$ cat src/rtl/mprj_io_buffer_sync.sv
// Registered management GPIO buffer: synchronised and glitch-filtered pad inputs,
// plus a freezable retiming pipeline on the out/oeb path toward the pads.
module mprj_io_buffer_sync #(
    parameter int unsigned NUM_IO      = 38,
    parameter int unsigned NUM_OEB     = 3,
    parameter int unsigned SYNC_STAGES = 2,
    parameter int unsigned FILT_CYCLES = 4,
    parameter int unsigned OUT_STAGES  = 1
) (
    input  logic               clock,
    input  logic               reset,
    input  logic               freeze,
    input  logic [NUM_IO-1:0]  mgmt_gpio_in,
    output logic [NUM_IO-1:0]  mgmt_gpio_in_buf,
    output logic               in_changed,
    input  logic [NUM_OEB-1:0] mgmt_gpio_oeb,
    output logic [NUM_OEB-1:0] mgmt_gpio_oeb_buf,
    input  logic [NUM_IO-1:0]  mgmt_gpio_out,
    output logic [NUM_IO-1:0]  mgmt_gpio_out_buf
);

    localparam int unsigned PW    = NUM_IO + NUM_OEB;
    localparam int unsigned CNT_W = (FILT_CYCLES > 0) ? $clog2(FILT_CYCLES + 1) : 1;
    localparam logic [PW-1:0] PIPE_RST = {{NUM_IO{1'b0}}, {NUM_OEB{1'b1}}};

    if (SYNC_STAGES < 1 || SYNC_STAGES > 4) begin : g_bad_sync
        $error("mprj_io_buffer_sync: SYNC_STAGES=%0d outside 1..4", SYNC_STAGES);
    end
    if (OUT_STAGES < 1 || OUT_STAGES > 4) begin : g_bad_out
        $error("mprj_io_buffer_sync: OUT_STAGES=%0d outside 1..4", OUT_STAGES);
    end
    if (NUM_IO < 1 || NUM_OEB < 1) begin : g_bad_width
        $error("mprj_io_buffer_sync: NUM_IO and NUM_OEB must be at least 1");
    end

    logic [NUM_IO-1:0] r_sync [SYNC_STAGES];
    logic [NUM_IO-1:0] w_s;
    logic [NUM_IO-1:0] r_in_buf;
    logic [NUM_IO-1:0] w_in_buf_nxt;
    logic              r_upd;
    logic              r_in_changed;
    logic [PW-1:0]     r_pipe [OUT_STAGES];

    // Per-bit synchroniser chain; bits are independent, no cross-bit coherency.
    always_ff @(posedge clock) begin
        if (reset) begin
            for (int k = 0; k < int'(SYNC_STAGES); k++) begin
                r_sync[k] <= '0;
            end
        end else begin
            r_sync[0] <= mgmt_gpio_in;
            for (int k = 1; k < int'(SYNC_STAGES); k++) begin
                r_sync[k] <= r_sync[k-1];
            end
        end
    end

    assign w_s = r_sync[SYNC_STAGES-1];

    if (FILT_CYCLES == 0) begin : g_nofilt
        assign w_in_buf_nxt = w_s;
    end else begin : g_filt
        logic [CNT_W-1:0] r_cnt     [NUM_IO];
        logic [CNT_W-1:0] w_cnt_nxt [NUM_IO];

        // A change is accepted only after FILT_CYCLES consecutive disagreeing samples.
        always_comb begin
            w_in_buf_nxt = r_in_buf;
            for (int i = 0; i < int'(NUM_IO); i++) begin
                w_cnt_nxt[i] = '0;
                if (w_s[i] != r_in_buf[i]) begin
                    if (r_cnt[i] == CNT_W'(FILT_CYCLES - 1)) begin
                        w_in_buf_nxt[i] = w_s[i];
                    end else begin
                        w_cnt_nxt[i] = r_cnt[i] + CNT_W'(1);
                    end
                end
            end
        end

        always_ff @(posedge clock) begin
            if (reset) begin
                for (int i = 0; i < int'(NUM_IO); i++) begin
                    r_cnt[i] <= '0;
                end
            end else begin
                r_cnt <= w_cnt_nxt;
            end
        end
    end

    // r_upd marks the edge that updated in_buf; in_changed follows one cycle later.
    always_ff @(posedge clock) begin
        if (reset) begin
            r_in_buf     <= '0;
            r_upd        <= 1'b0;
            r_in_changed <= 1'b0;
        end else begin
            r_in_buf     <= w_in_buf_nxt;
            r_upd        <= |(w_in_buf_nxt ^ r_in_buf);
            r_in_changed <= r_upd;
        end
    end

    // out and oeb travel as one word so both halves always stay aligned.
    always_ff @(posedge clock) begin
        if (reset) begin
            for (int k = 0; k < int'(OUT_STAGES); k++) begin
                r_pipe[k] <= PIPE_RST;
            end
        end else if (!freeze) begin
            r_pipe[0] <= {mgmt_gpio_out, mgmt_gpio_oeb};
            for (int k = 1; k < int'(OUT_STAGES); k++) begin
                r_pipe[k] <= r_pipe[k-1];
            end
        end
    end

    assign mgmt_gpio_in_buf  = r_in_buf;
    assign in_changed        = r_in_changed;
    assign mgmt_gpio_out_buf = r_pipe[OUT_STAGES-1][PW-1:NUM_OEB];
    assign mgmt_gpio_oeb_buf = r_pipe[OUT_STAGES-1][NUM_OEB-1:0];

endmodule

$ cat config.mk
export PLATFORM = sky130hd
export DESIGN_NAME = mprj_io_buffer_sync
export DESIGN_NICKNAME = d
export VERILOG_FILES = /design/src/rtl/mprj_io_buffer_sync.sv
export SDC_FILE = /design/constraint.sdc
export NUM_CORES = 1
export LEC_CHECK = 0
export BUFFER_PORTS_ARGS = -buffer_cell sky130_fd_sc_hd__buf_4
export CELL_PAD_IN_SITES_DETAIL_PLACEMENT = 1
export CELL_PAD_IN_SITES_GLOBAL_PLACEMENT = 1
export CORE_ASPECT_RATIO = 0.6
export CORE_UTILIZATION = 44
export CTS_CLUSTER_DIAMETER = 200
export DETAILED_ROUTE_END_ITERATION = 8
export GPL_ROUTABILITY_DRIVEN = 0
export PLACE_DENSITY = 0.87
export SYNTH_ARGS = -nofsm -noshare
export SYNTH_HDL_FRONTEND = slang
export SYNTH_SLANG_ARGS = --single-unit
$ cat constraint.sdc
create_clock -name clock -period 3.47 [get_ports clock]
set_input_delay 0.694 -clock clock [delete_from_list [all_inputs] [get_ports clock]]
set_output_delay 0.694 -clock clock [all_outputs]
set_load 0.005 [all_outputs]
==> out/metrics.csv, run 1 <==
metric;value;unit
GRT overflow;0;
total power;6.276;mW
status;finished, final reports clean;
Final Hold Fails;0;
Routed WL per cell;14.76;um
Residual DRC;0;
clock skew;0.009993;ns
WS Path Type;register to register;
Post-Synth Adder-Cell Area;9.771;%
critical path endpoint category;register;
post-synthesis simple-gate area fraction;16.41;%
post-synthesis compound-gate area fraction;1.311;%
vias;6243;
clock sink total;271;
max-cap violation count;0;
placed cell count;1317;
Max VDD drop;0.3653;mV
Max Root-Sink Buffers;3;
layout net count;1223;
cell area after placement;11250;um^2
DRT iter0 DRCs;180;
Yosys Warn Count;0;
Clock Pin Slew Worst Setup and Hold Paths;0.07;ns
Layout Cells excl Fill;1359;
period utilization;56.54;%
RSZ-0062 raised after global routing;false;
CTS tree;yes;
largest net degree at the start of global routing;51;
Synth Net Count;1051;
Pwr Density;521.4;nW/um^2
drt first pass iters;4;
CTS root buffer;clkbuf_16;
combinational family with the most area after synthesis;simple AND/OR/NAND/NOR gates;
post-DP HPWL;14.60;mm
Die X-Extent;194.0;um
post-CTS resize count;0;
most common cell in the synthesized netlist;dfxtp_1;
Initial Util;45.60;%
Ports;162;
Post-Syn Area;9732;um^2
Die ar.;22740;um^2
crit path time final;1.962;ns
hold_buf cts;0;
critical path arrival;2.31;ns
first-pass GRT wire length;32.21;mm
fill count;2333;
area leader, netlist;dfxtp_1;
die height;117.2;um
Netlist cell types;20;
Max Clk Rate;0.5097;GHz
Area growth syn-to-layout;23.70;%
Std-Cell Rows;41;
mux contribution to synthesized area;3.908;%
Inserted Clock Buffers;25;
final wirelength;20.06;mm
Post-synth top cells;230 x dfxtp_1, 153 x nor2_1, 114 x inv_1;
GRT Overall Usage;17.54;%
H-tree lvl count;1;
antenna-violating nets left;0;
Main synth FF type;dfxtp_1;
buffers added on ports;161;
# Post-CTS Setup Buffers;0;
vias in the first global route;6665;
XOR/XNOR share of the synthesized area;3.420;%
Rel. slew slack;58.78;%
Synth top area share;47.31;%
Syn Inst Count;893;
fin. max-slew vios;0;
initial antenna violation count;0;
post-synthesis average cell area;10.90;um^2
pre-CTS setup slack;1.283;ns
crit path launch type;register;
sequential fraction of the synthesis area;59.96;%
Worst Path Required;3.82;ns
Final TNS setup;0;ns
r2r setup slk;1.51;ns
Setup-failing EPs final;0;
worst setup margin;1.508;ns
layout cell share with drive strength beyond 1;18.98;%
CP max FO;3;
FFs w/ async S/R, synth;0;%
slew at the pin closest to its max-slew limit;0.6127;ns
DR vias/cell;4.594;
Antenna Diode Count;0;
final instance area;12040;um^2
Core Area;21340;um^2
Synth area leaders;dfxtp_1 47%, edfxtp_1 13%, ha_1 9.8%, nor2_1 5.9%, nor2b_1 4.9%;
Clock Latency Late Sink;0.51;ns
Worst Hold Class;input pin to register;
Post-synth EDFFs;41;
flop and latch count out of synthesis;271;
Lkg Pwr;4.933;nW
## layout make-up
type	count	area, um^2	area share [%]
Sequential cell	271	5836	48.48
Multi-Input combinational cell	487	3391	28.17
Timing Repair Buffer	166	1246	10.35
Clock buffer	35	703.2	5.841
Inverter	114	427.9	3.555
Tap cell	279	349.1	2.900
Clock inverter	7	85.08	0.7068
## worst paths after layout
kind | startpoint | endpoint | depth (start not counted)
max reg2reg | g_filt.r_cnt[24] | r_upd | 7
min | mgmt_gpio_in[33] | r_sync[0][33] | 2
min reg2reg | g_filt.r_cnt[90] | g_filt.r_cnt[90] | 1
max | g_filt.r_cnt[24] | r_upd | 7
## power breakdown
group	internal [mW]	total [mW]	switching, mW
clock	1.55	2.67	1.12
combinational	0.160	0.282	0.121
sequential	3.28	3.32	0.0388
## logic make-up after synthesis
family / count (synthesis)
xor+xnor: 38
simple gates: 315
flops: 271
fa+ha+maj: 76
buf+inv: 135
mux: 38
compound gates: 20
## metrics by stage
stage          hold WS, ns  util [%]
2_1_floorplan       0.3968         -
3_3_place_gp        0.4063     52.71
3_5_place_dp        0.4125     52.71
4_1_cts             0.3763     56.41
5_1_grt             0.3821     56.41
6_report            0.3976     56.41
## state kept, by name (all words and copies together), names as in the netlist
signal and cells:
r_sync 76, g_filt.r_cnt 114, mgmt_gpio_in_buf 38, r_pipe 41, r_upd 1, in_changed 1
## layout by cell type, fill, tap and decap left out, drive strengths merged
cell,Yosys,routed
inv,114,114
dfxtp,230,230
nor2,153,153
nand2b,1,1
nor2b,77,77
edfxtp,41,41
ha,76,76
o22ai,19,19
xnor2,38,38
mux2i,38,38
or4,1,1
nor4,4,4
and2,38,38
clkbuf,18,35
bufinv,0,2
a41oi,1,1
clkinv,0,5
buf,3,166
or3,41,41
## routing by layer
layer	vias up	GRT usage [%]	routed length [um]
li1	3178	-	-
met3	27	3.266	582
met4	0	3.598	328
met5	-	0	0
met2	81	31.53	9784
met1	2957	22.32	9360
## worst max-delay path, cell delays in order (launching register included)
cell and delay, ns:
dfxtp_1 0.32, ha_1 0.20, ha_1 0.23, inv_1 0.07
o22ai_1 0.07, or4_1 0.59, nor4_2 0.18, a41oi_1 0.14
(Power assumes the default switching activity.)
==> inputs of run 2 (changes only) <==
==> constraint.sdc (replaced) <==
create_clock -name clock -period 2 [get_ports clock]
set_input_delay 0.4 -clock clock [delete_from_list [all_inputs] [get_ports clock]]
set_output_delay 0.4 -clock clock [all_outputs]
set_load 0.005 [all_outputs]
==> run 2 against run 1 <==
Global-route usage increased by 0.71 points. Flip-flop and latch count unchanged. Final cell count increased by 0.74%. Via count rose by 2.2%. Non-clock buffer count grew 5. Register-to-register slack worse by 1.4 ns. Combinational power up 80%. Sequential share of layout area fell by 1.2 points. Count of clock-buffer cells in the layout shrank 2. Critical path depth is the same. Wire length increased by 6.3%. Setup slack got worse by 1.4 ns. Critical path type unchanged.
==> out/metrics.csv, run 2 (synthesis gave the netlist of run 1 again) <==
metric;value;unit;change
Final TNS setup;0;ns;unchanged
Largest register FFs;114;;unchanged
Clock Latency Late Sink;0.52;ns;about the same
DRT iter0 DRCs;143;;-21%
Reg power frac;50.4;%;-2.5 points
Clock Pin Slew Worst Setup and Hold Paths;0.07;ns;about the same
total power;11.44;mW;+82%
Worst Path Required;2.39;ns;-1.43 ns
CP top delay family;simple AND/OR/NAND/NOR gates;;
DR vias/cell;4.662;;+1.5%
Comb pwr share;4.4;%;about the same
CP max stage delay;0.57;ns;-0.02 ns
Lkg Pwr;5.032;nW;+2.0%
period utilization;95.93;%;+39 points
Setup-failing EPs final;0;;unchanged
first-pass GRT wire length;33.14;mm;+2.9%
H-tree lvl count;1;;unchanged
final core occ;57.89;%;+1.5 points
switching share of power;20.57;%;+0.18 points
Inserted Clock Buffers;26;;+4.0%
slew at the pin closest to its max-slew limit;0.4411;ns;-0.1716 ns
Initial Util;45.60;%;unchanged
Area growth syn-to-layout;26.93;%;
Bufs and invs on worst path;1;;unchanged
Max Root-Sink Buffers;3;;unchanged
Net Switching;2.354;mW;+84%
Rel. slew slack;70.59;%;+12 points
antenna-violating nets left;0;;unchanged
vias;6382;;+2.2%
die height;117.2;um;unchanged
critical path endpoint category;register;;
most used cell along the critical path;ha_4;;
buffers added on ports;161;;unchanged
fin. max-slew vios;0;;unchanged
slowest CP cell;or4_4;;
CTS tree;yes;;
Final Hold Fails;0;;unchanged
Pwr Density;926.4;nW/um^2;+78%
cell area after placement;11320;um^2;+0.60%
Max VDD drop;0.5568;mV;+52%
max-cap violation count;0;;unchanged
status;finished, final reports clean;;
Core Area;21340;um^2;unchanged
initial antenna violation count;0;;unchanged
fill count;2305;;-1.2%
crit-path cells;ha_4 -> ha_4 -> inv_2 -> o22ai_2 -> or4_4 -> nor4_4 -> a41oi_2;;
RSZ-0062 raised after global routing;false;;
largest net degree at the start of global routing;58;;+14%
layout cell share with drive strength beyond 1;22.02;%;+3.0 points
WS Path Type;register to register;;
Die X-Extent;194.0;um;unchanged
CP max FO;3;;unchanged
Biggest register;g_filt.r_cnt;;
GRT overflow;0;;unchanged
most common cell after layout, fill and taps aside;dfxtp_1;;
clock skew;0.01055;ns;+0.0005572 ns
critical path arrival;2.30;ns;about the same
CTS root buffer;clkbuf_16;;
final wirelength;21.31;mm;+6.3%
Antenna Diode Count;0;;unchanged
GRT Overall Usage;18.26;%;+0.71 points
clock sink total;271;;unchanged
most frequent cells in the layout;226 x dfxtp_1, 168 x buf_4, 153 x nor2_1, 113 x inv_1, 77 x nor2b_1;;
Top Registers;g_filt.r_cnt x114, r_sync x76, r_pipe x41;;
Ports;162;;unchanged
Worst Hold Class;input pin to register;;
Die ar.;22740;um^2;unchanged
drt first pass iters;4;;unchanged
clock share of power;45.2;%;+2.6 points
vias in the first global route;6828;;+2.4%
post-DP HPWL;14.77;mm;+1.2%
Routed WL per cell;15.57;um;+5.5%
Residual DRC;0;;unchanged
layout net count;1229;;+0.49%
crit path time final;1.919;ns;-0.04320 ns
P_int;9.090;mW;+82%
crit path launch type;register;;
Max Clk Rate;0.5212;GHz;+2.3%
hold_buf cts;0;;unchanged
final instance area;12350;um^2;+2.6%
Std-Cell Rows;41;;unchanged
[run 2: cell count changes in the layout (fill, tap and decap cells not counted), moves of 3 or more]
| cell | delta |
|---|---|
| clkbuf_16 | +3 |
| clkinv_2 | +4 |
| ha_2 | +6 |
| buf_12 | +3 |
| clkbuf_1 | -6 |
| dfxtp_2 | +4 |
| ha_4 | +5 |
| dfxtp_1 | -4 |
| ha_1 | -11 |
[run 2: worst paths after layout]
| path | startpoint | to | slack [ns] | cells after the start |
|---|---|---|---|---|
| worst max register to register | g_filt.r_cnt[84] | r_upd | 0.08 | 7 |
| worst max-delay path | g_filt.r_cnt[84] | r_upd | 0.08 | 7 |
| worst min-delay path | mgmt_gpio_in[13] | r_sync[0][13] | 0.09 | 2 |
| worst min register to register | g_filt.r_cnt[24] | g_filt.r_cnt[24] | 0.40 | 1 |
[run 2: power groups by stage]
stage | Combinational, mW | Clock [mW] | Sequential (mW)
2_1_floorplan | 0.199 | 0 | 5.88
3_3_place_gp | 0.486 | 0 | 5.87
3_5_place_dp | 0.508 | 0 | 5.88
4_1_cts | 0.516 | 5.29 | 5.77
5_1_grt | 0.562 | 5.52 | 5.78
6_report | 0.508 | 5.17 | 5.77
[run 2: layout make-up]
class	count	area (um^2)	share of cell area, %
Sequential cell	271	5841	47.28
Multi-Input combinational cell	487	3495	28.29
Timing Repair Buffer	171	1321	10.70
Clock buffer	33	769.5	6.229
Inverter	114	427.9	3.464
Tap cell	279	349.1	2.826
Clock inverter	14	150.1	1.215
[run 2: stage by stage]
stage          std cells  hold WS, ns  worst slack, ns
2_1_floorplan        893       0.3968          0.07904
3_3_place_gp        1321       0.4040           0.2096
3_5_place_dp        1321       0.4135          0.05999
4_1_cts             1368      0.07355          0.02946
5_1_grt             1369      0.07554          0.01784
6_report            1369      0.08930          0.08143
[run 2: per-layer routing]
metal / part of all wire (%) / up-vias / wire length, um / track usage, %
met2: 51 / 102 / 10800 / 33.84
met4: 1.8 / 0 / 376 / 4.550
met1: 44 / 3059 / 9281 / 21.87
met5: 0 / - / 0 / 0
li1: - / 3190 / - / -
met3: 4.0 / 31 / 853 / 3.897
[run 2: repair_timing]
action | 4_1_cts | 5_1_grt
setup buffers | 0 | 1
gates resized for setup | 0 | 25
setup endpoints to repair | 0 | 1
==> inputs of run 3 (changes only) <==
==> config.mk (replaced) <==
export PLATFORM = sky130hd
export DESIGN_NAME = mprj_io_buffer_sync
export DESIGN_NICKNAME = d
export VERILOG_FILES = /design/src/rtl/mprj_io_buffer_sync.sv
export SDC_FILE = /design/constraint.sdc
export NUM_CORES = 1
export LEC_CHECK = 0
export CELL_PAD_IN_SITES_DETAIL_PLACEMENT = 1
export CELL_PAD_IN_SITES_GLOBAL_PLACEMENT = 1
export CORE_ASPECT_RATIO = 0.6
export CORE_UTILIZATION = 49
export CTS_CLUSTER_DIAMETER = 200
export DETAILED_ROUTE_END_ITERATION = 8
export DONT_BUFFER_PORTS = 1
export GPL_ROUTABILITY_DRIVEN = 0
export PLACE_DENSITY = 0.89
export SYNTH_ARGS = -nofsm -noshare
export SYNTH_HDL_FRONTEND = slang
export SYNTH_SLANG_ARGS = --single-unit
==> run 3 against run 2 <==
Register-to-register slack better by 0.08 ns. First-iteration DRC count is 34% higher. Count of clock-buffer cells in the layout grew 2. Setup slack improved by 0.080 ns. Final cell count shrank 10%. Clock skew is 0.0019 ns higher. Largest cell class unchanged.
==> out/metrics.csv, run 3 (synthesis gave the netlist of run 1 again) <==
metric;value;unit;change
Pwr Density;951.1;nW/um^2;+2.7%
Layout Cells excl Fill;1228;;-10%
Ports;162;;unchanged
Clock Latency Late Sink;0.53;ns;about the same
Std-Cell Rows;39;;-4.9%
largest net degree at the start of global routing;89;;+53%
Routed WL per cell;16.63;um;+6.8%
period utilization;91.95;%;-4.0 points
CP max stage delay;0.54;ns;-0.03 ns
clock sink total;271;;unchanged
Max Root-Sink Buffers;3;;unchanged
Residual DRC;0;;unchanged
r2r endpoint;r_upd;;
hold_buf cts;39;;+39
die height;111.2;um;-5.1%
most used cell along the critical path;ha_1;;
Net Switching;2.283;mW;-3.0%
crit path time final;1.839;ns;-0.07956 ns
final wirelength;20.43;mm;-4.2%
initial antenna violation count;1;;+1
Rel. slew slack;74.28;%;+3.7 points
WS Path Type;register to register;;
Hold Path End;r_sync[0][18];;
Lkg Pwr;4.359;nW;-13%
Reg power frac;54.1;%;+3.7 points
Largest register FFs;114;;unchanged
slew at the pin closest to its max-slew limit;0.3858;ns;-0.05531 ns
Biggest register;g_filt.r_cnt;;
GRT Overall Usage;20.36;%;+2.1 points
first-pass GRT wire length;32.75;mm;-1.2%
switching share of power;21.34;%;+0.77 points
Initial Util;50.62;%;+5.0 points
crit path launch type;register;;
critical path arrival;2.23;ns;-0.07 ns
buffers added on ports;0;;-100%
Die ar.;20450;um^2;-10%
clock skew;0.01246;ns;+0.001910 ns
Critical path origin;g_filt.r_cnt[24];;
Inserted Clock Buffers;25;;-3.8%
DRT iter0 DRCs;191;;+34%
post-CTS resize count;0;;unchanged
RSZ-0062 raised after global routing;false;;
max-cap violation count;0;;unchanged
layout net count;1102;;-10%
post-DP HPWL;12.96;mm;-12%
crit-path cells;ha_1 -> ha_1 -> inv_1 -> o22ai_1 -> or4_1 -> nor4_2 -> a41oi_1;;
CTS root buffer;clkbuf_16;;
Comb pwr share;2.7;%;-1.7 points
placed cell count;1143;;-13%
reg2reg path depth;7;;unchanged
status;finished, final reports clean;;
clock share of power;43.2;%;-2.0 points
vias;5914;;-7.3%
most common cell after layout, fill and taps aside;dfxtp_1;;
most frequent cells in the layout;230 x dfxtp_1, 153 x nor2_1, 114 x inv_1, 77 x nor2b_1, 76 x ha_1;;
FF-to-FF Start;g_filt.r_cnt[24];;
hold path depth;1;;-1
critical path endpoint category;register;;
P_int;8.416;mW;-7.4%
H-tree lvl count;1;;unchanged
Worst Hold Class;input pin to register;;
GRT overflow;0;;unchanged
Area growth syn-to-layout;15.58;%;
Final Hold Fails;0;;unchanged
Top Registers;g_filt.r_cnt x114, r_sync x76, r_pipe x41;;
Max VDD drop;0.7068;mV;+27%
DR vias/cell;4.816;;+3.3%
CP max FO;3;;unchanged
r2r setup slk;0.16;ns;+0.08 ns
Core Area;19230;um^2;-9.9%
Max Clk Rate;0.5438;GHz;+4.3%
layout cell share with drive strength beyond 1;4.683;%;-17 points
drt first pass iters;4;;unchanged
Final TNS setup;0;ns;unchanged
antenna-violating nets left;0;;unchanged
vias in the first global route;6552;;-4.0%
Setup-failing EPs final;0;;unchanged
CTS tree;yes;;
slowest CP cell;or4_1;;
fin. max-slew vios;0;;unchanged
Clock Pin Slew Worst Setup and Hold Paths;0.06;ns;about the same
# Post-CTS Setup Buffers;0;;unchanged
HP Start;mgmt_gpio_in[18];;
Die X-Extent;183.9;um;-5.2%
Worst Path Required;2.39;ns;about the same
-- run 3: cell count changes in the layout (fill, tap and decap cells not counted), moves of 2 or more --
cell	change
dfxtp_1	+4
buf_12	-2
clkbuf_16	-3
bufinv_16	-2
buf_4	-164
dlygate4sd3_1	+39
ha_1	+11
dfxtp_2	-4
clkbuf_1	+7
clkinv_2	-5
ha_4	-5
clkbuf_8	-2
ha_2	-6
-- run 3: per-layer routing --
metal / wire (um) / share of wire, % / vias up / track usage [%]
met4: 401 / 2.0 / 0 / 4.944
li1: - / - / 2937 / -
met1: 8811 / 43 / 2856 / 23.81
met5: 0 / 0 / - / 0
met2: 10280 / 50 / 91 / 37.42
met3: 932 / 4.6 / 30 / 4.599
-- run 3: final cells by class --
type                    instances  area (um^2)
flip-flops and latches        271         5836
multi-input cells             487         3391
inverters                     114        427.9
clock buffers                  35        693.2
clock inverters                 9        97.59
well taps                     266        332.8
repair buffers                 45        467.9
fillers                      2033         7978
diodes                          1        2.502
-- run 3: power by group through the flow --
| stage | clock network (mW) | registers, mW | logic [mW] |
|---|---|---|---|
| finish | 4.63 | 5.79 | 0.286 |
| CTS | 4.71 | 5.79 | 0.287 |
| floorplan | 0 | 5.88 | 0.199 |
| detailed placement | 0 | 5.91 | 0.208 |
| global placement | 0 | 5.90 | 0.191 |
| global route | 4.99 | 5.80 | 0.320 |
-- run 3: worst max-delay path by stage --
stage                               to  slack (ns)  cells past startpoint
after CTS                        r_upd        0.13                      7
after global routing             r_upd        0.03                      7
after floorplan           r_pipe[0][0]        0.08                      3
after detailed placement         r_upd        0.18                      7
after global placement           r_upd        0.21                      7
final                            r_upd        0.16                      7
-- run 3: critical path: cells and delay by family (launching register included) --
kind                     cells  cell delay (ns)
flip-flops                   1             0.31
buffers and inverters        1             0.07
AND/OR/NAND/NOR              2             0.70
AO/OA/AOI/OAI                2             0.21
adder cells (fa/ha/maj)      2             0.42
-- run 3: metrics by stage --
stage                     total power [mW]  setup WS, ns  area (um^2)  hold slack (ns)  util [%]
final                                10.70        0.1610        11250          0.01325     58.51
after global routing                 11.11       0.03192        11250         0.001146     58.51
after CTS                            10.78        0.1270        11240        0.0002025     58.44
after detailed placement             6.118        0.1755        10040           0.4130     52.21
after global placement               6.090        0.2105        10040           0.4051     52.21
after floorplan                      6.074       0.07904         9734           0.3968         -
